[src/rtl/burst_seq_pkg.sv]
// Shared types, default widths and the config-bus slot helper for the burst sequencer.
// Latency: n/a (declarations only).
// Backpressure: n/a.
package burst_seq_pkg;

    localparam int DEF_DIV_W   = 12;
    localparam int DEF_PULSE_W = 4;
    localparam int DEF_GAP_W   = 10;
    localparam int DEF_REP_W   = 8;

    // Packed config buses are zero-extended to this width before slicing.
    localparam int CFG_BUS_W = 256;
    localparam int SLOT_W    = 16;

    typedef enum logic [2:0] {
        ST_IDLE,
        ST_HIGH,
        ST_LOW,
        ST_GAP,
        ST_DONE
    } state_t;

    function automatic logic [SLOT_W-1:0] cfg_slot(input logic [CFG_BUS_W-1:0] bus,
                                                   input int unsigned idx,
                                                   input int unsigned w);
        logic [CFG_BUS_W-1:0] sh;
        sh = bus >> (idx * w);
        return sh[SLOT_W-1:0] & ((SLOT_W'(1) << w) - SLOT_W'(1));
    endfunction

endpackage

[src/rtl/burst_phase_timer.sv]
// Loadable down-counter timing the HIGH/LOW/GAP intervals; cnt_zero flags expiry.
// Latency: loaded value visible the cycle after ld; counts down one per cycle, holds at 0.
// Backpressure: none; ld always wins over counting.
module burst_phase_timer #(
    parameter int W = 12
) (
    input  logic         core_clk,
    input  logic         rst,
    input  logic         ld,
    input  logic [W-1:0] ld_val,
    output logic         cnt_zero
);

    logic [W-1:0] cnt_q, cnt_d;

    always_comb begin
        cnt_d = cnt_q;
        if (ld) begin
            cnt_d = ld_val;
        end else if (cnt_q != '0) begin
            cnt_d = cnt_q - W'(1);
        end
    end

    always_ff @(posedge core_clk) begin
        if (rst) begin
            cnt_q <= '0;
        end else begin
            cnt_q <= cnt_d;
        end
    end

    assign cnt_zero = (cnt_q == '0);

endmodule

[src/rtl/multi_phase_burst_sequencer.sv]
// Multi-phase burst clock generator; BURST_RUNOUT_EN adds a one-cycle flush pulse when en drops mid-burst.
// Latency: SAMPLE_CLK rises the cycle after en is sampled high; all outputs are registered or decoded from state.
// Backpressure: none; en low returns to IDLE on the next edge, overriding every other transition.
module multi_phase_burst_sequencer
    import burst_seq_pkg::*;
#(
    parameter  int NUM_PHASES = 4,
    parameter  int DIV_W      = DEF_DIV_W,
    parameter  int PULSE_W    = DEF_PULSE_W,
    parameter  int GAP_W      = DEF_GAP_W,
    parameter  int REP_W      = DEF_REP_W,
    localparam int IDX_W      = $clog2(NUM_PHASES)
) (
    input  logic                        HF_CLK,
    input  logic                        RST_sync,
    input  logic                        ENSAMP_sync,
    input  logic                        TEMP_RUN,
    input  logic [NUM_PHASES*DIV_W-1:0]   DIV_sync,
    input  logic [NUM_PHASES*PULSE_W-1:0] PCOUNT_sync,
    input  logic [NUM_PHASES*GAP_W-1:0]   GAP_sync,
    input  logic [IDX_W-1:0]            NPHASE_sync,
    input  logic [REP_W-1:0]            NBURST_sync,
    output logic                        SAMPLE_CLK,
    output logic [IDX_W-1:0]            PHASE_IDX,
    output logic                        IN_GAP,
    output logic                        BUSY,
    output logic                        SEQ_DONE
);

    localparam int TW = (DIV_W > GAP_W) ? DIV_W : GAP_W;

    state_t             state_q, state_d;
    logic [IDX_W-1:0]   idx_q, idx_d, last_idx, nxt_idx, ent_idx;
    logic [PULSE_W-1:0] pulse_q, pulse_d, ent_pc;
    logic [REP_W-1:0]   rep_q, rep_d;
    logic               cont_q, cont_d;
    logic [DIV_W-1:0]   div_q, div_d, ent_div_raw, ent_div;
    logic [GAP_W-1:0]   gap_q, gap_d, ent_gap;
    logic               sample_q, sample_d;
    logic               seq_done_q, seq_done_d;
    logic               en, busy_q, wrap, adv, enter;
    logic               tmr_ld, tmr_zero;
    logic [TW-1:0]      tmr_val;
    logic [CFG_BUS_W-1:0] div_bus, pc_bus, gap_bus;

    assign en     = ENSAMP_sync | TEMP_RUN;
    assign busy_q = (state_q == ST_HIGH) || (state_q == ST_LOW) || (state_q == ST_GAP);

    assign last_idx = (32'(NPHASE_sync) >= NUM_PHASES) ? IDX_W'(NUM_PHASES - 1) : NPHASE_sync;
    assign wrap     = (idx_q >= last_idx);
    assign nxt_idx  = wrap ? '0 : idx_q + IDX_W'(1);
    assign ent_idx  = (state_q == ST_IDLE) ? '0 : nxt_idx;

    // Config of the phase about to be entered; latched into div_q/gap_q/pulse_q on entry.
    assign div_bus     = {{(CFG_BUS_W - NUM_PHASES*DIV_W){1'b0}}, DIV_sync};
    assign pc_bus      = {{(CFG_BUS_W - NUM_PHASES*PULSE_W){1'b0}}, PCOUNT_sync};
    assign gap_bus     = {{(CFG_BUS_W - NUM_PHASES*GAP_W){1'b0}}, GAP_sync};
    assign ent_div_raw = DIV_W'(cfg_slot(div_bus, 32'(ent_idx), DIV_W));
    assign ent_pc      = PULSE_W'(cfg_slot(pc_bus, 32'(ent_idx), PULSE_W));
    assign ent_gap     = GAP_W'(cfg_slot(gap_bus, 32'(ent_idx), GAP_W));
    assign ent_div     = (ent_div_raw == '0) ? DIV_W'(1) : ent_div_raw;

    always_comb begin
        state_d    = state_q;
        idx_d      = idx_q;
        pulse_d    = pulse_q;
        rep_d      = rep_q;
        cont_d     = cont_q;
        div_d      = div_q;
        gap_d      = gap_q;
        seq_done_d = 1'b0;
        tmr_ld     = 1'b0;
        tmr_val    = '0;
        adv        = 1'b0;
        enter      = 1'b0;

        case (state_q)
            ST_IDLE: begin
                if (en) begin
                    cont_d = (NBURST_sync == '0);
                    rep_d  = (NBURST_sync == '0) ? '0 : NBURST_sync - REP_W'(1);
                    enter  = 1'b1;
                end
            end
            ST_HIGH: begin
                if (tmr_zero) begin
                    state_d = ST_LOW;
                    tmr_ld  = 1'b1;
                    tmr_val = TW'(div_q - DIV_W'(1));
                end
            end
            ST_LOW: begin
                if (tmr_zero) begin
                    if (pulse_q != '0) begin
                        state_d = ST_HIGH;
                        pulse_d = pulse_q - PULSE_W'(1);
                        tmr_ld  = 1'b1;
                        tmr_val = TW'(div_q - DIV_W'(1));
                    end else if (gap_q != '0) begin
                        state_d = ST_GAP;
                        tmr_ld  = 1'b1;
                        tmr_val = TW'(gap_q - GAP_W'(1));
                    end else begin
                        adv = 1'b1;
                    end
                end
            end
            ST_GAP: begin
                if (tmr_zero) begin
                    adv = 1'b1;
                end
            end
            ST_DONE: begin
            end
            default: state_d = ST_IDLE;
        endcase

        if (adv) begin
            if (wrap && !cont_q && (rep_q == '0)) begin
                state_d    = ST_DONE;
                idx_d      = '0;
                seq_done_d = 1'b1;
                tmr_ld     = 1'b1;
            end else begin
                enter = 1'b1;
                if (wrap && !cont_q) begin
                    rep_d = rep_q - REP_W'(1);
                end
            end
        end

        // An empty phase (no pulses, no gap) spends a single LOW cycle so the FSM never stalls.
        if (enter) begin
            idx_d  = ent_idx;
            div_d  = ent_div;
            gap_d  = ent_gap;
            tmr_ld = 1'b1;
            if (ent_pc != '0) begin
                state_d = ST_HIGH;
                pulse_d = ent_pc - PULSE_W'(1);
                tmr_val = TW'(ent_div - DIV_W'(1));
            end else if (ent_gap != '0) begin
                state_d = ST_GAP;
                pulse_d = '0;
                tmr_val = TW'(ent_gap - GAP_W'(1));
            end else begin
                state_d = ST_LOW;
                pulse_d = '0;
                tmr_val = '0;
            end
        end

        if (!en) begin
            state_d    = ST_IDLE;
            idx_d      = '0;
            pulse_d    = '0;
            rep_d      = '0;
            cont_d     = 1'b0;
            div_d      = '0;
            gap_d      = '0;
            seq_done_d = 1'b0;
            tmr_ld     = 1'b1;
            tmr_val    = '0;
        end

`ifdef BURST_RUNOUT_EN
        sample_d = (state_d == ST_HIGH) || (!en && busy_q);
`else
        sample_d = (state_d == ST_HIGH);
`endif
    end

    burst_phase_timer #(
        .W(TW)
    ) u_timer (
        .core_clk (HF_CLK),
        .rst      (RST_sync),
        .ld       (tmr_ld),
        .ld_val   (tmr_val),
        .cnt_zero (tmr_zero)
    );

    always_ff @(posedge HF_CLK) begin
        if (RST_sync) begin
            state_q    <= ST_IDLE;
            idx_q      <= '0;
            pulse_q    <= '0;
            rep_q      <= '0;
            cont_q     <= 1'b0;
            div_q      <= '0;
            gap_q      <= '0;
            sample_q   <= 1'b0;
            seq_done_q <= 1'b0;
        end else begin
            state_q    <= state_d;
            idx_q      <= idx_d;
            pulse_q    <= pulse_d;
            rep_q      <= rep_d;
            cont_q     <= cont_d;
            div_q      <= div_d;
            gap_q      <= gap_d;
            sample_q   <= sample_d;
            seq_done_q <= seq_done_d;
        end
    end

    assign SAMPLE_CLK = sample_q;
    assign PHASE_IDX  = idx_q;
    assign IN_GAP     = (state_q == ST_GAP);
    assign BUSY       = busy_q;
    assign SEQ_DONE   = seq_done_q;

endmodule

[config.mk]
export PLATFORM = sky130hd
export DESIGN_NAME = multi_phase_burst_sequencer
export DESIGN_NICKNAME = d
export VERILOG_FILES = /design/src/rtl/burst_seq_pkg.sv /design/src/rtl/burst_phase_timer.sv /design/src/rtl/multi_phase_burst_sequencer.sv
export SDC_FILE = /design/constraint.sdc
export NUM_CORES = 1
export LEC_CHECK = 0
export CAP_MARGIN = 40
export CORE_UTILIZATION = 46
export CTS_CLUSTER_DIAMETER = 120
export DETAILED_ROUTE_END_ITERATION = 16
export GPL_TIMING_DRIVEN = 0
export PLACE_DENSITY_LB_ADDON = 0.2
export SLEW_MARGIN = 20
export SYNTH_ARGS = -nofsm -noshare
export SYNTH_HDL_FRONTEND = slang
export SYNTH_SLANG_ARGS = --single-unit
[constraint.sdc]
create_clock -name HF_CLK -period 3.4 [get_ports HF_CLK]
set_input_delay 0.68 -clock HF_CLK [delete_from_list [all_inputs] [get_ports HF_CLK]]
set_output_delay 0.68 -clock HF_CLK [all_outputs]
set_load 0.02 [all_outputs]
==> results of run 1 <==
[routing by layer]
layer	up-vias	share of wire (%)
li1	2814	-
met1	2884	41
met2	350	48
met3	58	8.0
met4	0	2.6
met5	-	0
[area by class of cell]
type                            count  area, sq um  area share, %
Buffer                             29          200           2.77
Clock buffer                        6         82.6           1.14
Clock inverter                      2         12.5          0.173
Inverter                           25          101           1.40
Multi-Input combinational cell    559         4070           56.4
Sequential cell                    54         1080           15.0
Tap cell                          136          170           2.36
Timing Repair Buffer              159         1500           20.8
[synthesized netlist by cell type, types with 7 or more instances]
cell      count
a211oi_1     11
mux2i_1      16
o21ai_0      21
or3_1        11
a21oi_1      67
nor3_1       32
or2_2        10
clkbuf_1     10
nor2_1       82
nor4_1       10
buf_2        10
dfxtp_1      54
a31oi_1       8
inv_1        25
mux2_2       14
o31ai_1       7
nand2_1      61
xnor2_1      18
o22ai_1      23
ha_1         10
xor2_1       21
[sequential cells by signal (all words and copies together), names as in the netlist]
name           count
gap_q             10
state_q            3
cont_q             1
pulse_q            4
PHASE_IDX          2
SAMPLE_CLK         1
SEQ_DONE           1
div_q             12
rep_q              8
u_timer.cnt_q     12
[repair_timing]
| action | 4_1_cts | 5_1_grt |
|---|---|---|
| cloned | 1 | 0 |
| resized for setup | 35 | 30 |
| setup buffers | 12 | 22 |
| pin swaps | 10 | 13 |
| setup endpoints to repair | 14 | 17 |
| endpoints found under the hold margin | 0 | 0 |
| hold buffers | 0 | 0 |
[logic make-up (layout without fill, tap and decap cells)]
logic type | after synthesis | in the layout | share of synthesized area (%)
flops | 54 | 54 | 21.3
buf+inv | 54 | 221 | 5.20
xor+xnor | 39 | 39 | 6.73
fa+ha+maj | 10 | 10 | 2.47
mux | 30 | 30 | 6.26
simple gates | 266 | 266 | 27.4
compound gates | 213 | 214 | 30.6
[per-stage QoR]
step,total power [W],util [%]
detailed placement,0.00241,61.7
floorplan,0.00190,-
CTS,0.00287,65.6
finish,0.00298,68.7
global placement,0.00238,61.7
global route,0.00316,68.7
[where the power goes]
group          total [W]  internal (W)  switching [W]
Sequential      0.000830      0.000725       0.000105
Clock           0.000385      0.000164       0.000221
Combinational    0.00177      0.000743        0.00102
Total            0.00298       0.00163        0.00135
[path summary, 6_finish.rpt]
path                start               end  slack [ns]  cells after the start
min reg2reg     div_q[11]         div_q[11]        0.49                      2
max reg2reg  PHASE_IDX[0]  u_timer.cnt_q[8]        0.04                     15
min             div_q[11]         div_q[11]        0.49                      2
max          PHASE_IDX[0]  u_timer.cnt_q[8]        0.04                     15
[worst reg2reg max path: stages, from the launching register on]
cell        delay (ns)
dfxtp_4           0.37
buf_8             0.12
clkinvlp_4        0.15
ha_4              0.24
nand2b_4          0.16
a2111o_1          0.45
buf_6             0.16
buf_12            0.14
o22ai_4           0.17
or2_4             0.17
ha_4              0.16
o221ai_4          0.11
a2111oi_4         0.31
mux2i_1           0.31
a21o_1            0.18
o21ai_2           0.06
==> results_dict.tcl, run 1 <==
set metrics [dict create \
    status "finished, final reports clean" \
    grt_overflow 0 \
    numCtsBuffers 5 \
    final_cell_area_sq_um 7220 \
    grt_pass1_vias 5770 \
    post-route-period-util_pct 98.9 \
    arrival_ns 3.57 \
    antenna_found_initial 0 \
    finalNonFillerCells 970 \
    slew_violations 0 \
    critPathMostFrequentCell "ha_4" \
    ant_nets 0 \
    grt-busiest-layer "met2" \
    cp_top_family "compound AO/OA/AOI/OAI gates" \
    grtUsageMet1_pct 41.8 \
    clk_latency_ns 0.32 \
    max-vdd-ir-drop_uv 266 \
    ys_seq_elements 54 \
    drc 0 \
    async_reset_ff_share_pct 0 \
    dpl_worst_slack_ns -0.822 \
    rsz0062_at_grt "true" \
    numClockSinks 54 \
    die-area_sq_um 11500 \
    antennaDiodeCount 0 \
    row_count 37 \
    synth_top_area_cell "dfxtp_1" \
    wl_per_cell_um 20.0 \
    use_met2_pct 56.0 \
    skew_ns 0.00929 \
    yosys_most_used_dff "dfxtp_1" \
    drt_iter0_drc 700 \
    vias 6106 \
    core_area_sq_um 10500 \
    placed_cells 926 \
    synth_warnings 0 \
    required_ns 3.61 \
    synthTopCellsByArea "dfxtp_1 (21%), a21oi_1 (6.6%), nor2_1 (6.1%)" \
    routed_wl_um 19400 \
    grtUsageMet3_pct 5.29 \
    clk_pin_slew_ns 0.10 \
    worstSetupEndpointType "flop" \
    viasPerCell 6.29 \
    htree_num_levels 2 \
    ios 124 \
    syn_inst 666 \
    die_h_um 107 \
    fmax_ghz 0.297 \
    synth_area_sq_um 5070 \
    ys_seq_area_share_pct 21.3 \
    final_nets 961 \
    hpwlAfterDp_um 14800 \
    clockRootBuffer "clkbuf_8" \
    drv_cap 0 \
    yosys.area.top_type_share_pct 21.3 \
    clockBufferDepth 2 \
    syn_avg_cell_area_sq_um 7.62 \
    io_buffers 123 \
    setup_ws_ns 0.0374 \
    grt_usage_pct 33.0 \
    p_leak_nw 2.67 \
    startpoint_type "flop" \
    hold_viol 0 \
    final_common_cell "clkdlybuf4s50_1" \
    crit_buf_inv 4 \
    initial_core_util_pct 48.3 \
    area_growth_pct 42.3 \
    worstPathMaxFanout 8 \
    drive_gt1_share_pct 19.7 \
    critPathKind "reg2reg" \
    slowest_stage "a2111o_1" \
    die_x_um 107 \
    tightest_slew_ns 0.756 \
    slew_headroom_pct 49.2 \
    hp-class "reg2reg" \
    setup_viol 0 \
    cts_tree "yes" \
    gp_congestion 0.970 \
    power_density_nw_per_um2 413 \
    grt_max_degree 17 \
    grt_pass1_wl_um 29400 \
    synthesis.nets 794 \
    place_area_sq_um 6480 \
    fin_hold_ws_ns 0.489 \
    worstPathCellList "buf_8 > clkinvlp_4 > ha_4 > nand2b_4 > a2111o_1 > buf_6 > buf_12 > o22ai_4 > or2_4 > ha_4 > o221ai_4 > a2111oi_4 > mux2i_1 > a21o_1 > o21ai_2" \
    period_minus_slack_ns 3.36 \
    nFillCells 836 \
    final_cell_mix "clkdlybuf4s50_1 (121), nor2_1 (79), a21oi_1 (67)" \
    synth-edff-count 0 \
    max_stage_delay_ns 0.45 \
    synth.distinct_cells 84 \
    setup_tns_ns 0 \
    drt_first_pass_iters 5 \
]
(Power assumes the default switching activity.)
==> run 2: changes to the inputs <==
Settings changed: SYNTH_HIERARCHICAL from default to 1.
==> results_dict.tcl, run 2 <==
set metrics [dict create \
    p_int_w 0.00221 \
    hold_depth 2 \
    power_density_nw_per_um2 503 \
    row_count 38 \
    period_minus_slack_ns 3.81 \
    wl_per_cell_um 21.2 \
    clockRootBuffer "clkbuf_16" \
    cts_tree "yes" \
    skew_ns 0.00548 \
    reg_top3 "div_q: 12 flops, u_timer/cnt_q: 12 flops, gap_q: 10 flops" \
    drive_gt1_share_pct 24.2 \
    final_cell_mix "clkdlybuf4s50_1 (121), nor2_1 (76), nand2_1 (67)" \
    die_x_um 108 \
    swShare_pct 45.0 \
    required_ns 3.61 \
    ant_nets 0 \
    worstSetupEndpointType "flop" \
    final_cell_area_sq_um 7990 \
    synth_top_area_cell "dfxtp_1" \
    post-route-period-util_pct 112 \
    setup_viol 14 \
    setup_tns_ns -3.88 \
    clk_latency_ns 0.30 \
    clockBufferDepth 2 \
    r2r-start "PHASE_IDX[0]" \
    final_common_cell "clkdlybuf4s50_1" \
    clk_pin_slew_ns 0.07 \
    seqPwrFrac_pct 22.0 \
    syn_avg_cell_area_sq_um 7.35 \
    numClockSinks 54 \
    r2r_cells 19 \
    p_comb_share_pct 65.1 \
    power.switching_w 0.00181 \
    drt_first_pass_iters 6 \
    p_clk_share_pct 12.9 \
    die_h_um 108 \
    synthesis.nets 839 \
    rsz0062_at_grt "true" \
    hold_viol 0 \
    io_buffers 123 \
    arrival_ns 4.02 \
    grt_usage_pct 35.9 \
    violations "setup timing" \
    final_util_pct 73.1 \
    hp-class "reg2reg" \
    fmax_ghz 0.262 \
    r2r_end "u_timer/cnt_q[8]" \
    critPathMostFrequentCell "buf_6" \
    ios 124 \
    crit_buf_inv 5 \
    startpoint_type "input pin" \
    yosys.area.top_type_share_pct 20.7 \
    drc 0 \
    async_reset_ff_share_pct 0 \
    synth.distinct_cells 81 \
    ys_seq_area_share_pct 20.7 \
    routed_wl_um 22300 \
    numCtsBuffers 5 \
    finalNonFillerCells 1051 \
    placed_cells 972 \
    worst-path-stages 19 \
    initial_core_util_pct 47.7 \
    grt_overflow 0 \
    synth_area_sq_um 5210 \
    hpwlAfterDp_um 15800 \
    ys_seq_elements 54 \
    worstPathMaxFanout 4 \
    max_stage_delay_ns 0.34 \
    area_growth_pct 53.3 \
    drt_iter0_drc 615 \
    syn_inst 709 \
    setup_ws_ns -0.413 \
    status "complete, but fails checks" \
    critPathKind "in2reg" \
    slew_violations 0 \
    vias 6732 \
    worstPathCellList "buf_6 > ha_4 > nand2b_4 > buf_6 > a211oi_4 > buf_6 > buf_4 > nand2_1 > a221oi_4 > nand4_1 > o21a_4 > ha_4 > and3_4 > and4b_1 > xor2_2 > nor2_2 > o31ai_4 > inv_1 > a221oi_2" \
    tightest_slew_ns 0.818 \
    yosys_most_used_dff "dfxtp_1" \
    place_area_sq_um 6760 \
    ff2ff_setup_slack_ns -0.40 \
    ctsHoldBuffers 0 \
    final_nets 1041 \
    cp_top_family "compound AO/OA/AOI/OAI gates" \
    gp_congestion 0.999 \
    ys_top_cells_by_count "nor2_1 (82), nand2_1 (72), a21oi_1 (60)" \
    grt_pass1_vias 6391 \
    synth_warnings 6 \
    yosysMostFrequentCell "nor2_1" \
    slew_headroom_pct 45.2 \
    p_leak_nw 2.95 \
    p_total_w 0.00402 \
    synth-edff-count 0 \
    nFillCells 823 \
    grt_max_degree 15 \
    htree_num_levels 2 \
    cp-endpoint "u_timer/cnt_q[8]" \
    core_area_sq_um 10900 \
    synthTopCellsByArea "dfxtp_1 (21%), nor2_1 (5.9%), a21oi_1 (5.8%)" \
    grt_pass1_wl_um 32400 \
    critPathLaunch "NPHASE_sync[0]" \
    die-area_sq_um 11800 \
    slowest_stage "a221oi_4" \
    antenna_found_initial 1 \
    viasPerCell 6.41 \
    max-vdd-ir-drop_uv 414 \
    drv_cap 0 \
]
==> run 2: timing repair <==
action / 4_1_cts / 5_1_grt
setup buffers: 53 / 21
pin swaps: 36 / 33
resized for setup: 74 / 56
setup endpoints to repair: 46 / 34
==> run 2: per-stage QoR <==
stage          hold WS [ns]  setup WS, ns
3_3_place_gp          0.457         -1.49
6_report              0.475        -0.413
5_1_grt               0.485        -0.512
3_5_place_dp          0.466         -1.55
4_1_cts               0.475        -0.454
2_1_floorplan         0.441        -0.334
==> run 2: tightest hold or removal path: stages, from the launching register on <==
cell and delay [ns]:
dfxtp_1 0.33, nand2_1 0.06, a21oi_1 0.05
==> run 2: how the worst min path moves through the flow <==
stage,slack [ns],from,end
after detailed placement,0.47,div_q[11],div_q[11]
after CTS,0.48,div_q[11],div_q[11]
final,0.48,div_q[11],div_q[11]
after floorplan,0.44,rep_q[0],rep_q[0]
after global routing,0.48,div_q[11],div_q[11]
after global placement,0.46,div_q[11],div_q[11]
==> run 2: layout make-up <==
class                      instances  area (sq um)  area share (%)
multi-input combinational        586          4420            55.3
inverter                          35           144            1.80
sequential                        54          1080            13.6
buffer                            33           206            2.58
tap                              140           175            2.19
timing repair buffer             196          1820            22.7
clock buffer                       6           139            1.74
antenna                            1          2.50          0.0313
==> run 2: cell families (layout without fill, tap and decap cells) <==
kind of cell / count (synthesis) / after routing / share of synthesized area, %
and+or+nand+nor: 292 / 292 / 29.0
AOI/OAI and AO/OA: 213 / 213 / 28.7
buffers and inverters: 69 / 270 / 5.90
DFF: 54 / 54 / 20.7
xor gates and xnor gates: 35 / 35 / 5.88
muxes: 34 / 34 / 6.84
adders and majority gates: 12 / 12 / 2.88
other: 0 / 1 / 0
==> run 2: power groups by stage <==
stage                     registers, W  clock network (W)  logic, W
final                         0.000885           0.000517   0.00262
after floorplan               0.000859                  0   0.00143
after global routing          0.000897           0.000552   0.00280
after global placement        0.000878                  0   0.00197
after detailed placement      0.000887                  0   0.00202
after CTS                     0.000874           0.000525   0.00234
==> run 2: per-layer routing <==
metal / wire (um) / up-vias / track usage (%) / share of wire [%]
li1: - / 3027 / - / -
met1: 8250 / 3173 / 42.7 / 37
met2: 10900 / 423 / 62.4 / 49
met3: 2010 / 109 / 7.05 / 9.0
met4: 1090 / 0 / 15.3 / 4.9
met5: 0 / - / 0 / 0
